[src/rtl/datapath_pkg.sv]
// Shared types and helpers for the parametrised SLC-3 datapath.
// Enum encodings match the raw 2-bit control fields driven by the ISDU.
package datapath_pkg;

  localparam int SEXT_W = 64;

  typedef enum logic [1:0] {ALU_ADD, ALU_AND, ALU_NOT, ALU_PASS} alu_op_e;
  typedef enum logic [1:0] {PC_INC, PC_BUS, PC_ADDR, PC_HOLD} pcmux_e;
  typedef enum logic [1:0] {A2_ZERO, A2_OFF6, A2_OFF9, A2_OFF11} addr2mux_e;
  typedef enum logic {IDLE, WAIT} mem_state_e;

  // Sign-extends value[msb:0] to SEXT_W bits; callers size-cast down to DATA_W.
  function automatic logic [SEXT_W-1:0] sext(input logic [15:0] value, input int msb);
    logic signed [SEXT_W-1:0] t;
    t = $signed({value, {(SEXT_W-16){1'b0}}});
    t = t <<< (15 - msb);
    t = t >>> (SEXT_W - 1 - msb);
    return t;
  endfunction

endpackage

[src/rtl/datapath_gen_reg_file.sv]
// Eight-entry register file: registered write on LD_REG, combinational reads.
// A write is visible on the read ports only after the edge (no forwarding).
module reg_file_gen #(
  parameter int DATA_W = 16
) (
  input  logic              Clk,
  input  logic              Reset,
  input  logic              LD_REG,
  input  logic [2:0]        DR,
  input  logic [2:0]        SR1,
  input  logic [2:0]        SR2,
  input  logic [DATA_W-1:0] D,
  output logic [DATA_W-1:0] SR1_OUT,
  output logic [DATA_W-1:0] SR2_OUT
);

  logic [DATA_W-1:0] r_regs [8];

  always_ff @(posedge Clk) begin
    if (Reset) begin
      for (int i = 0; i < 8; i++) r_regs[i] <= '0;
    end else if (LD_REG) begin
      r_regs[DR] <= D;
    end
  end

  assign SR1_OUT = r_regs[SR1];
  assign SR2_OUT = r_regs[SR2];

endmodule

[src/rtl/datapath_gen.sv]
// SLC-3 datapath with generic width, sticky bus-contention flag and latched LED.
// Memory reads take MEM_WAIT+1 edges; Mem_Busy asks the controller to hold state.
module datapath_gen
  import datapath_pkg::*;
#(
  parameter int                DATA_W   = 16,
  parameter logic [DATA_W-1:0] RESET_PC = '0,
  parameter int                MEM_WAIT = 2,
  parameter int                LED_W    = 10
) (
  input  logic              Clk,
  input  logic              Reset,
  input  logic              LD_MAR,
  input  logic              LD_MDR,
  input  logic              LD_IR,
  input  logic              LD_BEN,
  input  logic              LD_CC,
  input  logic              LD_REG,
  input  logic              LD_PC,
  input  logic              LD_LED,
  input  logic              GatePC,
  input  logic              GateMDR,
  input  logic              GateALU,
  input  logic              GateMARMUX,
  input  logic [1:0]        PCMUX,
  input  logic              DRMUX,
  input  logic              SR1MUX,
  input  logic              SR2MUX,
  input  logic              ADDR1MUX,
  input  logic [1:0]        ADDR2MUX,
  input  logic [1:0]        ALUK,
  input  logic              MIO_EN,
  input  logic [DATA_W-1:0] MDR_In,
  output logic [DATA_W-1:0] MAR,
  output logic [DATA_W-1:0] MDR,
  output logic [DATA_W-1:0] PC,
  output logic [DATA_W-1:0] IR,
  output logic              BEN,
  output logic [LED_W-1:0]  LED,
  output logic              Mem_Busy,
  output logic              Mem_Done,
  output logic              Bus_Err
);

  localparam logic [3:0] WAIT_INIT = 4'((MEM_WAIT == 0) ? 0 : MEM_WAIT - 1);

  logic [DATA_W-1:0] r_pc, r_mar, r_mdr, r_ir;
  logic              r_n, r_z, r_p, r_ben, r_bus_err, r_mem_done;
  logic [LED_W-1:0]  r_led;
  mem_state_e        r_state, w_state_nxt;
  logic [3:0]        r_cnt, w_cnt_nxt;
  logic              w_mem_cap, w_done_nxt, w_multi;
  logic [DATA_W-1:0] w_bus, w_sr1, w_sr2, w_alu, w_alu_b, w_addr1, w_addr2, w_marmux, w_pc_nxt;
  logic [DATA_W-1:0] w_imm5, w_off6, w_off9, w_off11;

  assign w_imm5  = DATA_W'(sext(r_ir[15:0], 4));
  assign w_off6  = DATA_W'(sext(r_ir[15:0], 5));
  assign w_off9  = DATA_W'(sext(r_ir[15:0], 8));
  assign w_off11 = DATA_W'(sext(r_ir[15:0], 10));

  reg_file_gen #(.DATA_W(DATA_W)) u_reg_file (
    .Clk    (Clk),
    .Reset  (Reset),
    .LD_REG (LD_REG),
    .DR     (DRMUX ? 3'd7 : r_ir[11:9]),
    .SR1    (SR1MUX ? r_ir[8:6] : r_ir[11:9]),
    .SR2    (r_ir[2:0]),
    .D      (w_bus),
    .SR1_OUT(w_sr1),
    .SR2_OUT(w_sr2)
  );

  // Contention forces the bus to zero rather than picking a winner.
  assign w_multi = ($countones({GatePC, GateMDR, GateALU, GateMARMUX}) > 1);

  always_comb begin
    w_bus = '0;
    if (!w_multi) begin
      if (GatePC)          w_bus = r_pc;
      else if (GateMDR)    w_bus = r_mdr;
      else if (GateALU)    w_bus = w_alu;
      else if (GateMARMUX) w_bus = w_marmux;
    end
  end

  assign w_alu_b  = SR2MUX ? w_imm5 : w_sr2;
  assign w_addr1  = ADDR1MUX ? w_sr1 : r_pc;
  assign w_marmux = w_addr1 + w_addr2;

  always_comb begin
    w_alu    = w_sr1;
    w_addr2  = '0;
    w_pc_nxt = r_pc;
    case (alu_op_e'(ALUK))
      ALU_ADD:  w_alu = w_sr1 + w_alu_b;
      ALU_AND:  w_alu = w_sr1 & w_alu_b;
      ALU_NOT:  w_alu = ~w_sr1;
      default:  w_alu = w_sr1;
    endcase
    case (addr2mux_e'(ADDR2MUX))
      A2_OFF6:  w_addr2 = w_off6;
      A2_OFF9:  w_addr2 = w_off9;
      A2_OFF11: w_addr2 = w_off11;
      default:  w_addr2 = '0;
    endcase
    case (pcmux_e'(PCMUX))
      PC_INC:  w_pc_nxt = r_pc + DATA_W'(1);
      PC_BUS:  w_pc_nxt = w_bus;
      PC_ADDR: w_pc_nxt = w_marmux;
      default: w_pc_nxt = r_pc;
    endcase
  end

  // Memory-read wait FSM; LD_MDR is ignored entirely while a read is pending.
  always_comb begin
    w_state_nxt = r_state;
    w_cnt_nxt   = r_cnt;
    w_mem_cap   = 1'b0;
    w_done_nxt  = 1'b0;
    case (r_state)
      IDLE: begin
        if (LD_MDR && MIO_EN) begin
          if (MEM_WAIT == 0) begin
            w_mem_cap  = 1'b1;
            w_done_nxt = 1'b1;
          end else begin
            w_state_nxt = WAIT;
            w_cnt_nxt   = WAIT_INIT;
          end
        end
      end
      WAIT: begin
        if (r_cnt == 4'd0) begin
          w_mem_cap   = 1'b1;
          w_done_nxt  = 1'b1;
          w_state_nxt = IDLE;
        end else begin
          w_cnt_nxt = r_cnt - 4'd1;
        end
      end
      default: w_state_nxt = IDLE;
    endcase
  end

  always_ff @(posedge Clk) begin
    if (Reset) begin
      r_pc       <= RESET_PC;
      r_mar      <= '0;
      r_mdr      <= '0;
      r_ir       <= '0;
      r_n        <= 1'b0;
      r_z        <= 1'b1;
      r_p        <= 1'b0;
      r_ben      <= 1'b0;
      r_led      <= '0;
      r_bus_err  <= 1'b0;
      r_state    <= IDLE;
      r_cnt      <= '0;
      r_mem_done <= 1'b0;
    end else begin
      r_state    <= w_state_nxt;
      r_cnt      <= w_cnt_nxt;
      r_mem_done <= w_done_nxt;
      if (w_multi) r_bus_err <= 1'b1;
      if (LD_MAR)  r_mar <= w_bus;
      if (LD_IR)   r_ir  <= w_bus;
      if (LD_PC)   r_pc  <= w_pc_nxt;
      if (LD_LED)  r_led <= r_ir[LED_W-1:0];
      if (LD_BEN)  r_ben <= |(r_ir[11:9] & {r_n, r_z, r_p});
      if (LD_CC) begin
        r_n <= w_bus[DATA_W-1];
        r_z <= (w_bus == '0);
        r_p <= !w_bus[DATA_W-1] && (w_bus != '0);
      end
      if (w_mem_cap)                                  r_mdr <= MDR_In;
      else if (LD_MDR && !MIO_EN && r_state == IDLE)  r_mdr <= w_bus;
    end
  end

  assign PC       = r_pc;
  assign MAR      = r_mar;
  assign MDR      = r_mdr;
  assign IR       = r_ir;
  assign BEN      = r_ben;
  assign LED      = r_led;
  assign Bus_Err  = r_bus_err;
  assign Mem_Done = r_mem_done;
  assign Mem_Busy = (r_state == WAIT);

endmodule
[config.mk]
export PLATFORM = sky130hd
export DESIGN_NAME = datapath_gen
export DESIGN_NICKNAME = d
export VERILOG_FILES = /design/src/rtl/datapath_pkg.sv /design/src/rtl/datapath_gen_reg_file.sv /design/src/rtl/datapath_gen.sv
export SDC_FILE = /design/constraint.sdc
export NUM_CORES = 1
export LEC_CHECK = 0
export ABC_AREA = 1
export CAP_MARGIN = 20
export CORE_MARGIN = 2
export CORE_UTILIZATION = 41
export DETAILED_ROUTE_END_ITERATION = 7
export PLACE_DENSITY = 0.61
export SYNTH_ARGS = -nofsm -noshare
export SYNTH_HDL_FRONTEND = slang
export SYNTH_SLANG_ARGS = --single-unit
[constraint.sdc]
create_clock -name Clk -period 13.5 [get_ports Clk]
set_input_delay 2.7 -clock Clk [delete_from_list [all_inputs] [get_ports Clk]]
set_output_delay 2.7 -clock Clk [all_outputs]
set_load 0.02 [all_outputs]
# Word-level counts from Yosys, hierarchy flattened
# Memory sizes are Yosys's and may differ from the RTL's. A register that Yosys moved wholly into a read port is not among the register bits.
# Cells that the tools add are included.
# W data, S select, Z words.
# totals
reg_bits,85
mem_bits_rw,128
input_bits,41
output_inout_bits,78
elab_cells,84
mem_count,1
# classes
addsub,7
magnitude_cmp,1
eq_ne,9
muxes,32
bitwise_logic,4
n_reduce_logical,17
# memory_table
memory,depth,word_bits,read_ports,rd_ports_with_merged_regs,write_ports,line,source
u_reg_file.r_regs,8,16,2,1,8,datapath_gen_reg_file.sv:17,logic [DATA_W-1:0] r_regs [8];
# ops
op,count
$mux W16,10
$pmux W16 S3,3
$add A16 B16 Y16,2
$add A16 B1 Y16 const B,1
$and A16 B16 Y16,1
$logic_not A16 Y1,1
$not A16 Y16,1
$reduce_bool A16 Y1,1
$reduce_or A16 Y1,1
$mux W3,5
$mux W1,10
$eq A2 B2 Y1 const B,4
$mux W4,2
$pmux W4 S2,1
$eq A2 B1 Y1 const B,3
$add A1 B1 Y2,2
$logic_and A1 B1 Y1,4
$logic_not A2 Y1,2
$logic_not A4 Y1,1
$ne A2 B2 Y1 const B,2
$reduce_and A2 Y1,2
$sub A4 B1 Y4 const B,1
$add A2 B2 Y3,1
$and A3 B3 Y3,1
7 further kinds,8

# Longest topological paths before layout
# Gate-level depths: netlist (run 1).
# An unclocked memory read counts as a cell.
# logic_depth
depth_word,11
mapped_depth,34
ltp_nobuf,31

# By module
# A second synthesis (run 1) with hierarchy kept.
# hier_totals
hier_cells,2168
hier_area_um2,14411.3
# modules_own_cells
mod,instances,cells_each,area_each_um2,seq_area_each_um2
reg_file_gen,1,1032,7532.2,3843.7
datapath_gen,1,1136,6879.1,1701.6

# Worst setup path after synthesis (run 1)
# Ideal clock, no wire load.
# synth_timing
path_kind,input port to flip-flop
startpoint,input SR1MUX
endpoint,memory u_reg_file.r_regs[0][12] (data pin)
setup_ns,0.266
arrival_time_ns,6.030
required_time_ns,13.234
path_slack_ns,7.204
path_stages,31
path_buffers,4
path_cell_list,buf_6 > inv_4 > nand2_4 > nand2_4 > buf_6 > buf_6 > a21oi_1 > o21ai_0 > nand3_1 > o21ai_2 > o21ai_0 > ha_1 > inv_1 > fa_1 > o21ai_1 > a21oi_1 > o21bai_1 > a21oi_1 > o21ai_1 > nand2_1 > nand2_1 > nand3_1 > nand2_1 > nand2_1 > nand3_1 > nand2_1 > nand2_1 > nand2_1 > nand2_1 > buf_2 > nor2_1
# synth_rtl
item,line,source
from (decl),datapath_gen.sv:27,"input logic SR1MUX,"
to (decl),datapath_gen_reg_file.sv:17,

# Worst setup path in the final report (run 1)
# layout_timing
startpoint,input SR1MUX
endpoint,register r_pc[11] (netlist: PC[11])
# layout_between
elab_chain_len,10
elab_cells_between_ends,14
classes_between,add/sub (2); mux (9); bitwise (2); memory (1)
# layout_lines
item,line,source
$mux W3 *,datapath_gen.sv:66,".SR1 (SR1MUX ? r_ir[8:6] : r_ir[11:9]),"
$mem_v2 Z8 W16 *,--,
$mux W16,datapath_gen.sv:87,assign w_addr1 = ADDR1MUX ? w_sr1 : r_pc;
$add A16 B16 Y16,datapath_gen.sv:88,assign w_marmux = w_addr1 + w_addr2;
$mux W16,datapath_gen.sv:82,else if (GateMARMUX) w_bus = w_marmux;
$mux W16,datapath_gen.sv:81,else if (GateALU) w_bus = w_alu;
$mux W16,datapath_gen.sv:80,else if (GateMDR) w_bus = r_mdr;
$mux W16,datapath_gen.sv:79,if (GatePC) w_bus = r_pc;
$mux W16,datapath_gen.sv:78,if (!w_multi) begin
$pmux W16 S3 *,datapath_gen.sv:106,case (pcmux_e'(PCMUX))
to (signal assigned),datapath_gen.sv:167,if (LD_PC) r_pc <= w_pc_nxt;
to (decl),datapath_gen.sv:47,"logic [DATA_W-1:0] r_pc, r_mar, r_mdr, r_ir;"
# Mark *: on every way between the ends. The rest lies on a longest branch, timed or not.
# A chain may end at the register's enable or synchronous reset.

==> results of run 1 <==
[worst reg2reg max path, delay by kind of cell, from the launching register on]
kind	cells	cell delay [ns]
flops	1	0.57
simple gates	17	2.84
fa+ha+maj	1	0.35
compound gates	6	1.24
xor+xnor	1	0.20
buf+inv	2	0.32
[state kept, by name, summed over array words and instances, names as in the netlist, 4 cells and up, named ones only]
| register | count |
|---|---|
| u_reg_file.r_regs | 128 |
| IR | 16 |
| MAR | 16 |
| MDR | 16 |
| PC | 16 |
| LED | 10 |
| r_cnt | 4 |
[stage by stage]
stage,power [uW],hold WS [ns]
final,1918,0.4644
after global routing,1999,0.4965
after CTS,1914,0.4675
after detailed placement,1246,0.4597
after global placement,1243,0.4517
after floorplan,1089,0.4314
[where the power goes]
part,switching (uW),total [uW],internal [uW]
registers,26.6,758,731
clock network,290,674,384
logic,329,486,156
[cell families (layout without fill, tap and decap cells)]
kind of cell    Yosys count  in the layout  share of synthesized area (%)
xor+xnor                 19             19                          1.251
fa+ha+maj                39             39                          3.619
simple gates            807            807                          24.44
compound gates          515            515                          20.80
flops                   216            216                          40.33
buf+inv                 313            378                          9.552
[layout by cell type (no fill, tap or decap), types with 17 or more instances in the layout]
master             n
a21oi_1          204
a31oi_1           18
buf_4             17
clkbuf_16         27
clkdlybuf4s50_1  118
dfxtp_1           86
edfxtp_1         128
ha_1              37
inv_1            183
nand2_1          387
nand3_1          159
nor2_1           206
o211ai_1          43
o21ai_0          180
o21ai_1           22
[area by class of cell]
type | instances | area [um2]
fillers | 3297 | 17450
multi-input cells | 1380 | 6970
flip-flops and latches | 216 | 5608
repair buffers | 135 | 1309
inverters | 197 | 742.0
clock buffers | 36 | 739.5
well taps | 448 | 560.5
clock inverters | 10 | 72.57
[cell usage after synthesis (3+ instances only)]
library cell	n
nand2_1	387
nor2_1	206
a21oi_1	204
inv_1	183
o21ai_0	180
nand3_1	159
edfxtp_1	128
dfxtp_1	88
clkbuf_1	76
o211ai_1	43
ha_1	37
o21ai_1	22
a31oi_1	18
buf_2	18
buf_6	16
xor2_1	15
nor3_1	14
nand2_2	12
nand4_1	10
inv_2	9
a21oi_2	8
a221oi_1	6
o21ai_2	5
o221ai_1	5
a22oi_1	4
buf_1	4
clkinv_1	4
nand3b_1	4
o21a_1	4
o21bai_1	4
nand2_4	3
nand3_2	3
nor2_2	3
xnor2_1	3
[worst min path at each step]
stage | slack [ns] | cells past startpoint | end | from
floorplan | 0.43 | 1 | r_cnt[0]$_SDFFE_PP0P_ | r_cnt[0]$_SDFFE_PP0P_
global placement | 0.45 | 1 | r_cnt[0]$_SDFFE_PP0P_ | r_cnt[0]$_SDFFE_PP0P_
detailed placement | 0.46 | 2 | r_cnt[1]$_SDFFE_PP0P_ | r_cnt[1]$_SDFFE_PP0P_
CTS | 0.47 | 2 | r_cnt[1]$_SDFFE_PP0P_ | r_cnt[1]$_SDFFE_PP0P_
global route | 0.50 | 1 | r_cnt[0]$_SDFFE_PP0P_ | r_cnt[0]$_SDFFE_PP0P_
finish | 0.46 | 2 | r_cnt[1]$_SDFFE_PP0P_ | r_cnt[1]$_SDFFE_PP0P_
[layer usage]
metal / part of all wire (%) / global-route usage (%)
met1: 45 / 39.80
met2: 43 / 41.30
met3: 8.7 / 3.668
met4: 3.1 / 8.540
met5: 0 / 0
==> impl_results.md, run 1 <==
* Run status: finished, final reports clean
* End of the critical path: PC[11]$_SDFFE_PP0P_
* Insertion delay to the later sink of the worst-skew pair at 0.56 ns
* Arrival time of data at the critical path endpoint at roughly 8.4 ns
* Number of unique standard cell types used by synthesis at 53
* Maximum number of pins on one net before global-route repair at roughly 110
* Global Route Usage Sum at about 27%
* Post-route cell area at roughly 0.016 mm2
* Fraction of registers with async set or reset after synthesis at 0%
* Worst hold-check path type: reg2reg
* Post-synth EDFFs at ~130
* Total standard cell area after synthesis at around 0.014 mm2
* Period minus WS final at roughly 8.0 ns
* Share of the cycle needed by the critical path after routing at 59.06%
* Dominant cells by area after synthesis: edfxtp_1 (28%), dfxtp_1 (13%), nand2_1 (10%)
* Inserted Clock Buffers at 25
* Global placer's final weighted congestion at roughly 0.96
* Post-layout worst setup margin at about 5.5 ns
* Combined buffer and inverter count along the critical path at 3
* Avg Cell Area, Syn at approximately 7.3 um2
* Source of the critical timing path: SR1MUX
* Clock-pin slew on the worst setup and hold paths at roughly 0.060 ns
* Antenna violations before repair at 0
* Register-to-register path setup slack at a little under 8 ns
* GR Overflow Total at 0
* Yosys synthesis warning count at 0
* Final Net Count at between 2,000 and 2,500
* Post-DR wirelength/cell at 20.18 um
* Leakage component of the power at ~0.0063 uW
* Area of the core region at about 0.033 mm2
* Via count of the first global-routing pass at between 10,000 and 15,000
* Flip-flop cell with the highest count after synthesis: edfxtp_1
* Maximum clock insertion buffer count at 3
* DRT antenna net count at 0
* PD cells at between 100 and 150 mW/mm2
* Largest stage delay, worst path at 0.78 ns
* Total cell area at the placement stage at approximately 0.015 mm2
* Row Count at 67
* # hold bufs at CTS at 0
* Depth of the worst register-to-register path at 27
* Signed area change from the synthesized netlist to the final layout at 15.13%
* Peak supply drop at ~0.08 mV
* Number of primary I/O pins at 119
* Normalized max-slew margin at between 20% and 30%
* Critical Path RT at around 14 ns
* Actual transition at the worst max-transition pin at between 1 and 1.5 ns
* Peak clock frequency supported by timing at ~130 MHz
* Top Family by Delay on Critical Path: simple AND/OR/NAND/NOR gates
* Height of the die at between 150 and 200 um
* Count of vias placed by the detailed router at roughly 14,000
* Worst-case clock skew at approximately 0.02 ns
* Number of buffers inserted by port buffering at around 120
* Cell at the slowest stage of the critical path: clkdlybuf4s50_1
* Final setup violating endpoints at 0
* Share of the synthesized area in the top cell type at around 28%
* Gates resized, CTS repair at 0
* Remaining routing DRC violations at 0
* Critical register-to-register path endpoint: PC[11]$_SDFFE_PP0P_
* Worst Path Max Fanout at approximately 110
* Final sum of negative setup slack at 0 ns
* Synth Register Bits at around 220
* Die Outline Area at between 0.03 and 0.04 mm2
* TritonCTS clock tree: done
* Die Wd at roughly 190 um
* Total number of H-tree levels at 1
* RSZ-0062 raised after global routing: false
* Critical path's most frequent cell: nand2_1
* Initial DRT Pass Iterations at 6
* Final hold violation count at 0
* Pins over their slew limit at 0
* Clock Root Buffer: clkbuf_16
* Final Util at a little under half
* HPWL reported at the end of detailed placement at between 30 and 40 mm
* WP depth at 28
* Gate count of the mapped netlist at 1,909
* Endpoint class of the critical path: register
* Worst setup slack before clock tree synthesis at around 5 ns
* Cell Count, Final, Fillers Out at roughly 2,400
* Class of the most critical setup path: in2reg
* Placed Cells at about 2,400
* Library cell occupying the most area in the post-synthesis netlist: edfxtp_1
* Worst r2r src: IR[9]$_SDFFE_PP0P_
* Sequential element share of the synthesized area at between 40% and 50%
* Mapped Nets at 1,989
* First-pass GRT wire length at around 75 mm
* Antenna Diode Count at 0
* Total wirelength of the detailed-routed design at 48.88 mm
* Total of max-cap violations at 0
* Kind of start point of the critical path: primary input
* Fraction of layout instances using a drive strength above 1 at under 10%
* Ratio of routed vias to standard cells at around 5.7
* Initial core utilization at 41.55%
* Post-CTS setup buffers at 0
* Number of sinks handled by clock tree synthesis at ~220
* Iteration-0 DRC Markers at 1,758
Note: power is estimated with default switching activity, not from simulation.
==> run 2, diff against run 1 <==
clock period = 7.9 ns   (was 13.5 ns; I/O delays follow)
==> run 2 against run 1 <==
Net effect:
- non-clock buffer count grew 12
- final cell count increased by 0.50%
- routed wire length is 3.4% higher
- register-to-register slack got worse by 5.2 ns
- die area is the same
- first-iteration DRC count fell by 9.4%
- global-route usage up 0.99 points
- sequential cell count unchanged
- critical path depth rose by 5
- sequential share of layout area down 0.49 points
- sequential power grew 72%
- via count shrank 0.30%
- critical path type unchanged
- largest power group unchanged
- highest routed layer unchanged
==> impl_results.md, run 2 (synthesis gave the netlist of run 1 again) <==
* Run status: finished, final reports clean (unchanged)
* Maximum clock insertion buffer count at 3 (unchanged)
* Normalized max-slew margin at 29.70% (was 20.49%)
* Number of primary I/O pins at 119 (unchanged)
* Critical path's most frequent cell: nand2_1 (unchanged)
* Share of the cycle needed by the critical path after routing at slightly above 80%
* HPWL reported at the end of detailed placement at 35.06 mm (was 33.68 mm)
* Clock Root Buffer: clkbuf_16 (unchanged)
* Total number of H-tree levels at 1 (unchanged)
* Total wirelength of the detailed-routed design at 50.54 mm (was 48.88 mm)
* Final hold violation count at 0 (unchanged)
* Kind of start point of the critical path: primary input (unchanged)
* Remaining routing DRC violations at 0 (unchanged)
* Final sum of negative setup slack at 0 ns (unchanged)
* Actual transition at the worst max-transition pin at 1.052 ns (was 1.188 ns)
* Area of the core region at 0.03345 mm2 (unchanged)
* RSZ-0062 raised after global routing: false (unchanged)
* Inserted Clock Buffers at 25 (unchanged)
* Biggest register: u_reg_file.r_regs (unchanged)
* Via count of the first global-routing pass at 13,110 (was 12,680)
* Largest stage delay, worst path at 0.78 ns (about the same)
* TritonCTS clock tree: done (unchanged)
* DRT antenna net count at 0 (unchanged)
* Final setup violating endpoints at 0 (unchanged)
* Most common cell after layout, fill and taps aside: nand2_1 (unchanged)
* Post-layout worst setup margin at 1.453 ns (was 5.526 ns)
* Period minus WS final at 6.447 ns
* Iteration-0 DRC Markers at 1,592 (was 1,758)
* Class of the most critical setup path: in2reg (unchanged)
* Leakage component of the power at 0.006451 uW (was 0.006346 uW)
* Number of sinks handled by clock tree synthesis at 216 (unchanged)
* # hold bufs at CTS at 0 (unchanged)
* Number of flip-flops under the largest register name at 128 (unchanged)
* Row Count at 67 (unchanged)
* Worst hold-check path type: reg2reg (unchanged)
* Peak supply drop at 0.1707 mV (was 0.07912 mV)
* Peak clock frequency supported by timing at between 150 and 200 MHz
* Most frequent cells in the layout: nand2_1 (387), nor2_1 (206), a21oi_1 (204) (unchanged)
* Fraction of layout instances using a drive strength above 1 at 6.546% (was 5.826%)
* Number of buffers inserted by port buffering at 118 (unchanged)
* Cell at the slowest stage of the critical path: clkdlybuf4s50_1 (unchanged)
* Worst-case clock skew at 0.03413 ns (was 0.02001 ns)
* Worst setup slack before clock tree synthesis at 1.008 ns (was 5.082 ns)
* Ratio of routed vias to standard cells at 5.677 (was 5.723)
* PD cells at 211.6 mW/mm2 (was 119.8 mW/mm2)
* Global Route Usage Sum at 28.13% (was 27.14%)
* Initial core utilization at 41.55% (unchanged)
* Arrival time of data at the critical path endpoint at 6.88 ns (was 8.44 ns)
* Final Util at 48.52% (was 47.84%)
* Antenna Diode Count at 0 (unchanged)
* First-pass GRT wire length at 76.88 mm (was 74.55 mm)
* Pins over their slew limit at 0 (unchanged)
* Post-DR wirelength/cell at 20.77 um (was 20.18 um)
* Endpoint class of the critical path: register (unchanged)
* Die Outline Area at 0.03539 mm2 (unchanged)
* Critical Path RT at 8.33 ns (was 13.97 ns)
* Worst Path Max Fanout at 77 (was 106)
* Signed area change from the synthesized netlist to the final layout at 16.77% (was 15.13%)
* Gates resized, CTS repair at 0 (unchanged)
* Antenna violations before repair at 0 (unchanged)
* Post-CTS setup buffers at 0 (unchanged)
* Initial DRT Pass Iterations at 6 (unchanged)
* GR Overflow Total at 0 (unchanged)
* Height of the die at 188.1 um (unchanged)
* Clock-pin slew on the worst setup and hold paths at 0.06 ns (about the same)
* Total of max-cap violations at 0 (unchanged)
* Insertion delay to the later sink of the worst-skew pair at 0.57 ns (was 0.56 ns)
* Global placer's final weighted congestion at 0.9602 (was 0.9565)
* Die Wd at 188.1 um (unchanged)
* Final Net Count at 2,047 (was 2,035)
* Maximum number of pins on one net before global-route repair at 78 (was 107)
* Count of vias placed by the detailed router at 13,820 (was 13,860)
==> run 2: cell count changes in the layout (fill, tap and decap cells not counted), sizes merged <==
cell / change
clkbuf: -5
clkinv: -2
bufinv: +5
clkinvlp: +2
buf: +12
==> run 2: worst max-delay path, delay by kind of cell <==
family          cells  cell delay, ns
simple gates       18            1.90
fa+ha+maj           2            0.65
buf+inv             4            1.12
compound gates      9            1.58
==> run 2: layout make-up <==
cell class | instances | area, um2
flip-flops and latches | 216 | 5608
clock buffers | 31 | 678.2
fillers | 3283 | 17220
clock inverters | 15 | 227.7
inverters | 197 | 742.0
well taps | 448 | 560.5
repair buffers | 147 | 1443
multi-input cells | 1380 | 6970
==> run 2: path summary, 6_finish.rpt <==
kind	from	endpoint	slack, ns	depth (start not counted)
max	SR1MUX	r_p$_SDFFE_PP0P_	1.45	33
min	r_cnt[1]$_SDFFE_PP0P_	r_cnt[1]$_SDFFE_PP0P_	0.47	2
max reg2reg	IR[9]$_SDFFE_PP0P_	r_p$_SDFFE_PP0P_	2.72	32
min reg2reg	r_cnt[1]$_SDFFE_PP0P_	r_cnt[1]$_SDFFE_PP0P_	0.47	2
==> run 2: power by group <==
group	total, uW	switching [uW]	internal [uW]
sequential	1300	46.6	1250
clock	1290	514	778
combinational	847	572	275
total	3430	1130	2300
==> run 2: routing by layer <==
layer	track usage, %	part of all wire [%]
met2	43.60	44
met3	4.978	9.4
met1	39.67	44
met4	9.267	2.9
met5	0	0
==> run 2: per-stage QoR <==
stage	std cells	total power (uW)	cell area, um2	hold slack [ns]
6_report	2434	3435	16230	0.4667
3_5_place_dp	2385	2142	15260	0.4611
5_1_grt	2434	3573	16230	0.4855
4_1_cts	2431	3426	16170	0.4726
2_1_floorplan	1909	1861	13900	0.4314
3_3_place_gp	2384	2140	15250	0.4474
